--- src/rtl/alu.sv ---
// Registered 4-bit ALU: MUL/SUB/AND/XOR of a 4-bit A with a zero-extended 2-bit B.
// Result and Z/N/C/V flags are loaded on every rising clk edge.
module alu (
   input  logic       clk,
   input  logic       rst_n,
   input  logic [3:0] A,
   input  logic [1:0] B,
   input  logic [1:0] sel,
   output logic [3:0] Y,
   output logic       Z,
   output logic       N,
   output logic       C,
   output logic       V
);

   localparam logic [1:0] OP_MUL = 2'b00;
   localparam logic [1:0] OP_SUB = 2'b01;
   localparam logic [1:0] OP_AND = 2'b10;
   localparam logic [1:0] OP_XOR = 2'b11;

   logic [3:0] bx;
   logic [3:0] pp0, pp1;
   logic [5:0] prod;
   logic [3:0] mul_cy;
   logic [3:0] diff;
   logic [4:0] sub_bw;

   logic [3:0] res_y;
   logic       res_c, res_v;

   assign bx  = {2'b00, B};
   assign pp0 = A & {4{B[0]}};
   assign pp1 = A & {4{B[1]}};

   // 4x2 array multiplier: one ripple row adds the B[1] partial product shifted by one.
   always_comb begin
      prod      = '0;
      mul_cy    = '0;
      prod[0]   = pp0[0];
      for (int i = 1; i < 4; i++) begin
         prod[i]  = pp0[i] ^ pp1[i-1] ^ mul_cy[i-1];
         mul_cy[i] = (pp0[i] & pp1[i-1]) | (mul_cy[i-1] & (pp0[i] ^ pp1[i-1]));
      end
      prod[4] = pp1[3] ^ mul_cy[3];
      prod[5] = pp1[3] & mul_cy[3];
   end

   // Ripple-borrow subtractor; sub_bw[4] is the borrow out (A < Bx unsigned).
   always_comb begin
      diff      = '0;
      sub_bw    = '0;
      for (int i = 0; i < 4; i++) begin
         diff[i]     = A[i] ^ bx[i] ^ sub_bw[i];
         sub_bw[i+1] = (~A[i] & bx[i]) | (~(A[i] ^ bx[i]) & sub_bw[i]);
      end
   end

   // NOTE: every output of this block is given a default first so no latch is inferred.
   always_comb begin
      res_y = '0;
      res_c = 1'b0;
      res_v = 1'b0;
      case (sel)
         OP_MUL: begin
            res_y = prod[3:0];
            res_c = |prod[5:4];
            res_v = |prod[5:4];
         end
         OP_SUB: begin
            res_y = diff;
            res_c = sub_bw[4];
            // Bx is never negative, so overflow only when a negative A wraps positive.
            res_v = A[3] & ~diff[3];
         end
         OP_AND:  res_y = A & bx;
         OP_XOR:  res_y = A ^ bx;
         default: res_y = '0;
      endcase
   end

   // NOTE: sequential state uses non-blocking assignments so all registers update together.
   always_ff @(posedge clk or negedge rst_n) begin
      if (!rst_n) begin
         Y <= '0;
         Z <= 1'b0;
         N <= 1'b0;
         C <= 1'b0;
         V <= 1'b0;
      end else begin
         Y <= res_y;
         Z <= (res_y == 4'b0000);
         N <= res_y[3];
         C <= res_c;
         V <= res_v;
      end
   end

endmodule

--- config.mk ---
export PLATFORM = sky130hd
export DESIGN_NAME = alu
export DESIGN_NICKNAME = d
export VERILOG_FILES = /design/src/rtl/alu.sv
export SDC_FILE = /design/constraint.sdc
export NUM_CORES = 1
export LEC_CHECK = 0
export CAP_MARGIN = 30
export CORE_MARGIN = 2
export CORE_UTILIZATION = 40
export CTS_CLUSTER_DIAMETER = 150
export CTS_CLUSTER_SIZE = 25
export DETAILED_ROUTE_END_ITERATION = 12
export PLACE_DENSITY = 0.72
export REMOVE_ABC_BUFFERS = 1
export SLEW_MARGIN = 20
export SYNTH_ARGS = -nofsm -noshare
export SYNTH_HDL_FRONTEND = slang
export SYNTH_SLANG_ARGS = --single-unit
--- constraint.sdc ---
create_clock -name clk -period 0.86 [get_ports clk]
set_clock_uncertainty 0.2 [all_clocks]
set_input_delay 0.215 -clock clk [delete_from_list [all_inputs] [get_ports clk]]
set_output_delay 0.215 -clock clk [all_outputs]
set_load 0.02 [all_outputs]
**Word-level counts from Yosys, hierarchy flattened**

Cells that the tools add are included.

- Bitwise logic cells: 36
- Mux-type cells: 3
- Reduce and logical (&&, ||, !) cells: 3
- Equality and inequality tests: 3

Operators by type and width:

| cell | number |
|---|---|
| 4-bit one-hot mux with 4 select lines | 1 |
| 1-bit AND | 12 |
| 1-bit bitwise XOR | 11 |
| 4-bit AND | 2 |
| 1-bit inverter | 6 |
| 4-bit by 2-bit AND with 4-bit output | 1 |
| 2-bit == test, second input constant | 2 |
| 4-bit logical NOT | 1 |
| 1-bit one-hot mux with 2 select lines | 2 |
| 4-bit by 2-bit bitwise XOR with 4-bit output | 1 |
| 1-bit OR | 3 |
| 2-bit by 1-bit == test with 1-bit output, second input constant | 1 |
| 2-bit logical NOT | 1 |
| 2-bit OR reduction | 1 |

- Output and inout bits: 8
- Bits in registers: 8
- Input port bits: 10
- Word-level logic and storage cells: 50

**Depth between registers and ports, before layout**

Gate-level depths: netlist of run 1.

- Depth in word-level cells: 9
- Depth in mapped cells: 8
- Gate-level depth less buffers: 8

**Worst setup path after synthesis of run 1**

No wires, ideal clock.

- Path kind: input-to-reg
- From: input A[1]
- To: register Z
- Path buffers: 0
- Path slack: -1.369 ns
- Required time: 0.530 ns
- Cell stages on the path: 8
- Setup time: 0.130 ns
- Arrival: 1.899 ns
- Cell sequence: and2_1 -> ha_1 -> fa_1 -> inv_1 -> fa_1 -> mux2_2 -> o21ai_0 -> nor4_2

- Cells in the longest elaborated chain, start to end: 8
- Elaborated cells on any way between the ends: 24
- Classes of those cells: 1 x mux; 22 x bitwise; 1 x reduce/logical

Ends and longest elaborated chain:

| item | RTL line | RTL |
|---|---|---|
| start, declared | 6 | `input logic [3:0] A,` |
| 1-bit bitwise XOR | 54 | `sub_bw[i+1] = (~A[i] & bx[i]) \| (~(A[i] ^ bx[i]) & sub_bw[i]);` |
| 1-bit inverter | 54 |  |
| 1-bit AND | 54 |  |
| 1-bit OR | 54 |  |
| 1-bit AND | 54 |  |
| 1-bit bitwise XOR | 53 | `diff[i] = A[i] ^ bx[i] ^ sub_bw[i];` |
| 4-bit one-hot mux with 4 select lines (*) | 63 | `case (sel)` |
| named net res_y[3] | 28 | `logic [3:0] res_y;` |
| 4-bit logical NOT (*) | 91 | `Z <= (res_y == 4'b0000);` |
| end signal, assigned | 91 |  |
| end, declared | 10 | `output logic Z,` |

Mark *: on every way through the listed nets, which the timed path passes. The rest lies on a longest branch.

**Worst setup path in the final report of run 1**

- From: input B[0]
- To: register Z

- Cells in the longest elaborated chain, start to end: 7
- Elaborated cells on any way between the ends: 22
- Classes of those cells: 1 x mux; 20 x bitwise; 1 x reduce/logical

Ends and longest elaborated chain:

| item | RTL line | RTL |
|---|---|---|
| start, declared | 7 | `input logic [1:0] B,` |
| 1-bit AND or 4-bit AND (tied branches) | 54, 32 |  |
| 1-bit AND, or another cell as far along | 54 |  |
| 1-bit OR or 1-bit AND (tied branches) | 54, 42 |  |
| 1-bit AND or 1-bit OR (tied branches) | 54, 42 |  |
| 1-bit bitwise XOR (on tied branches) | 53, 41 |  |
| 4-bit one-hot mux with 4 select lines (*) | 63 |  |
| named net res_y[3] | 28 |  |
| 4-bit logical NOT (*) | 91 |  |

Marks and branches as above.

==> flow_summary.toml, run 1 <==
[synthesis]
synth.top_cell.area_share_pct = 32.9
ys_types = 20
synth_largest_area_cell = "dfrtp_1"
synthFlopType = "dfrtp_1"
yosysWarnings = 0
synth_common_cells = "inv_1, ha_1, dfrtp_1"
syn_area_per_cell_um2 = 10.9
ys_seq_elements = 7
syn_inst = 49
synth-edff-count = 0
synth.area.top_cells = "dfrtp_1, ha_1, fa_1, inv_1, mux4_2"
netlist_area_um2 = 532
synth_most_common_cell = "inv_1"
synth-async-reset-ratio_pct = 100
seq_area_frac_synth_pct = 32.9

[clocking]
ctsLongestPathBuffers = 2
cts-root-buf = "clkbuf_4"
clk_pin_slew_ns = 0.05
cts_buffers = 3
cts_tree = "done"
cts.htree.levels = 1
cts.sinks = 7

[finish]
syn2layout_area_growth_pct = 77.2
nNetsFinal = 103
antennaDiodeCount = 0
drive_gt1_share_pct = 56.8

[die]
core_mm2 = 0.00127
die_width_um = 40.5
initial_core_util_pct = 41.9
row_count = 13
die_area_mm2 = 0.00164
io_pins = 18
die_y_um = 40.5

[route]
via_per_inst = 4.72
vias = 453
postRouteAntennaNets = 0
drt-initial-drc-count = 1
route.detailed.drc = 0
dr.pass1.iters = 2
totalWireLength_mm = 1.18
post_drt_wl_per_cell_um = 12.3

[worst_setup_path]
cpLargestDelayFamily = "adder cells"
path_buf_inv = 2
crit_end = "Z"
cp_max_fo = 3
crit_path_start_kind = "input port"
slowest_delay_ns = 0.40
worstSetupPathType = "input port to flop"
cp.required_ns = 0.79
crit_chain = "buf_8 > and2_4 > ha_4 > fa_2 > inv_2 > fa_1 > mux2_4 > o21ai_4 > nor4_2"
cp.depth = 9
cp.arrival_ns = 1.91
endpoint_kind = "flop"
cp-startpoint = "B[0]"
cpMaxStageDelayCell = "fa_1"

[place]
port_buffers = 17
gp_congestion = 0.735
dp_hpwl_um = 918

[power]
ir_drop_mv = 0.447
power.density_mw_per_mm2 = 1190
leakage_uw = 0.000453

[outcome]
outcome = "finished, violations left"
violations = "negative setup slack"

[timing]
finalSetupViolations = 15
max_freq_mhz = 505
finalHoldWorstSlack_ns = 0.0496
hold_violations = 0
rsz0062_at_grt = "yes"
tns_ns = -7.81
worst_pin_slew_ns = 0.247
period_needed_ns = 1.98
period_share_pct = 230
slew_headroom_pct = 83.4
fin_ws_ns = -1.12
finalMaxSlewViolations = 0

[global_route]
grt_pass1_vias = 475
grt_use_total_pct = 17.1
grt_pass1_wl_mm = 1.84
grt-ovfl-total = 0
grt_max_degree = 8
antenna_found_initial = 0

[run]
cap_viol_max_count = 0

[worst_hold_path]
hold_path.class = "input port to async pin"
## worst min-delay path by stage
stage | cells past startpoint | start | endpoint
6_report | 2 | rst_n | C
5_1_grt | 2 | rst_n | Z
4_1_cts | 2 | rst_n | C
3_5_place_dp | 2 | rst_n | C
3_3_place_gp | 2 | rst_n | C
2_1_floorplan | 0 | rst_n | C
## layout make-up
cell class,count,area (um^2)
Clock buffer,4,26.3
Inverter,9,33.8
Tap cell,15,18.8
Fill cell,90,327
Timing Repair Buffer,30,292
Multi-Input combinational cell,31,397
Sequential cell,7,175
## cell families after synthesis
| kind of cell | count (synthesis) | share of synthesized area (%) |
|---|---|---|
| muxes | 2 | 6.35 |
| adders and majority gates | 11 | 30.1 |
| AOI/OAI and AO/OA | 7 | 8.47 |
| DFF | 7 | 32.9 |
| buffers and inverters | 11 | 9.88 |
| and+or+nand+nor | 11 | 12.2 |
## registers in the layout, indices dropped and copies added (netlist names)
register	count
Y	3
Z	1
N	1
V	1
C	1
## cells in the final DEF (no fill, tap or decap), drive strengths merged
cell type / count
a21boi: 1
a21oi: 1
a31oi: 2
and2: 3
buf: 25
clkbuf: 4
clkdlybuf4s15: 2
clkdlybuf4s50: 3
dfrtp: 7
fa: 3
ha: 8
inv: 9
mux2: 1
mux4: 1
nand2: 3
nand2b: 1
nand3: 1
nor2: 1
nor4: 1
o21a: 2
o21ai: 1
or2b: 1
## report_power, final
part	leakage [uW]	switching, uW	total, uW	internal [uW]
Combinational	0.000350	201	453	252
Clock	0.0000150	108	284	176
Sequential	0.0000884	17.2	380	362
## routing by layer
metal	up-vias	global-route usage (%)	share of wire, %
met2	16	34.1	59
met1	215	17.3	36
met5	-	0	0
met4	0	7.50	0
li1	222	-	-
met3	0	1.67	4.8
## timing repair
action                     4_1_cts  5_1_grt
buffers inserted                 1        0
resized for setup               91        7
pin swaps                       11        5
hold buffers                     0        0
setup endpoints to repair       15       15
## stage by stage
step	std cells	power, uW	utilization (%)	worst slack [ns]	area (um^2)
final	96	1120	74.3	-1.12	942
after global routing	96	1180	74.3	-1.16	942
after CTS	96	1100	71.9	-1.20	912
after detailed placement	92	752	63.0	-1.98	800
after global placement	92	735	63.0	-1.93	800
after floorplan	47	534	-	-1.37	513
(Power assumes the default switching activity.)
==> inputs of run 2 (changes only) <==
- ABC_CLOCK_PERIOD_IN_PS: default -> 1620
- CORE_UTILIZATION: 40 -> 39
- PLACE_DENSITY: 0.72 -> 0.73
- clock period: 0.86 -> 1.62 ns (I/O delays scaled with it)
==> flow_summary.toml, run 2 (synthesized netlist as in run 1, its figures left out) <==
[global_route]
grt_use_total_pct = 19.6
grt_pass1_vias = 465
grt_max_degree = 8
grt_pass1_wl_mm = 1.93
grt-ovfl-total = 0
antenna_found_initial = 0

[finish]
antennaDiodeCount = 0
largest_register_ff_count = 3
fin_util_pct = 71.1
final-instance-count-excl-fill = 95
final_cell_mix = "buf_4, dlygate4sd2_1, dfrtp_1, inv_1, buf_6"
drive_gt1_share_pct = 46.3
layout_commonest_cell = "buf_4"
nNetsFinal = 102
syn2layout_area_growth_pct = 71.8
regMostFlops = "Y"

[worst_setup_path]
cp_max_fo = 3
endpoint_kind = "flop"
crit_path_start_kind = "input port"
cp.required_ns = 1.54
worstSetupPathType = "input port to flop"
cp.arrival_ns = 2.11

[die]
initial_core_util_pct = 41.4
core_mm2 = 0.00128
die_area_mm2 = 0.00167
die_width_um = 40.9
die_y_um = 40.9
row_count = 13
io_pins = 18

[timing]
period_share_pct = 135
hold_violations = 0
finalSetupViolations = 6
max_freq_mhz = 457
rsz0062_at_grt = "yes"
tns_ns = -1.71
slew_headroom_pct = 75.3
fin_ws_ns = -0.570
finalHoldWorstSlack_ns = 0.201
finalMaxSlewViolations = 0
worst_pin_slew_ns = 0.368
period_needed_ns = 2.19

[outcome]
violations = "negative setup slack"
outcome = "finished, violations left"

[clocking]
cts.sinks = 7
ctsLongestPathBuffers = 2
cts_tree = "done"
ctsHoldBuffers = 0
clk_pin_slew_ns = 0.05
cts.htree.levels = 1
cts-root-buf = "clkbuf_4"
cts_buffers = 3

[route]
vias = 452
dr.pass1.iters = 4
postRouteAntennaNets = 0
post_drt_wl_per_cell_um = 12.8
drt-initial-drc-count = 3
via_per_inst = 4.76
route.detailed.drc = 0
totalWireLength_mm = 1.22

[power]
leakage_uw = 0.000457
ir_drop_mv = 0.232
power.density_mw_per_mm2 = 625

[run]
cap_viol_max_count = 0

[place]
gp_congestion = 0.780
place_inst = 90
port_buffers = 17
dp_hpwl_um = 891

[worst_hold_path]
hold_path.class = "input port to async pin"
[run 2: per-stage QoR]
step	area (um^2)	power, uW	setup slack, ns
final	913	570	-0.570
after global routing	913	610	-0.609
after CTS	888	564	-0.642
after detailed placement	785	394	-1.44
after global placement	785	386	-1.34
after floorplan	513	284	-0.799
[run 2: what timing repair did]
item / 4_1_cts / 5_1_grt
pin swaps: 12 / 7
gates resized for setup: 49 / 7
setup buffers: 0 / 1
endpoints found under the setup margin: 14 / 6
[run 2: final timing paths]
kind | startpoint | end | slack (ns) | cells after the start
setup / recovery | B[0] | Z | -0.57 | 9
hold / removal | rst_n | C | 0.20 | 1
max in group asynchronous | rst_n | Y[0] | 0.80 | 1
min in group clk | B[0] | Y[0] | 0.40 | 4
[run 2: where the power goes]
part	internal (uW)	total, uW	leakage [uW]	switching (uW)
Sequential	192	195	0.0000884	3.39
Combinational	111	220	0.000353	109
Clock	93.8	155	0.0000150	61.5
Total	397	570	0.000457	174
[run 2: worst max-delay path: stages]
cell and delay (ns):
buf_6 0.09, buf_6 0.11, and2_4 0.15, fa_2 0.37, inv_2 0.07, fa_1 0.41, mux2_4 0.29, o21ai_4 0.13
nor4_2 0.06
[run 2: metal layers]
layer	global-route usage (%)	share of wire, %	up-vias	wire length, um
li1	-	-	219	-
met1	18.3	37	206	449
met2	32.4	54	21	653
met3	2.72	4.3	6	52
met4	25.0	5.2	0	64
met5	0	0	-	0
[run 2: area by class of cell]
class,count,area [um^2]
tap,15,18.8
timing repair buffer,29,260
multi-input combinational,31,399
clock buffer,4,26.3
inverter,9,33.8
fill,98,372
sequential,7,175
==> inputs of run 3 (changes only) <==
- GPL_ROUTABILITY_DRIVEN: default -> 0
==> results of run 3 <==
Final layout, timing and power as in run 2 (identical DEF).
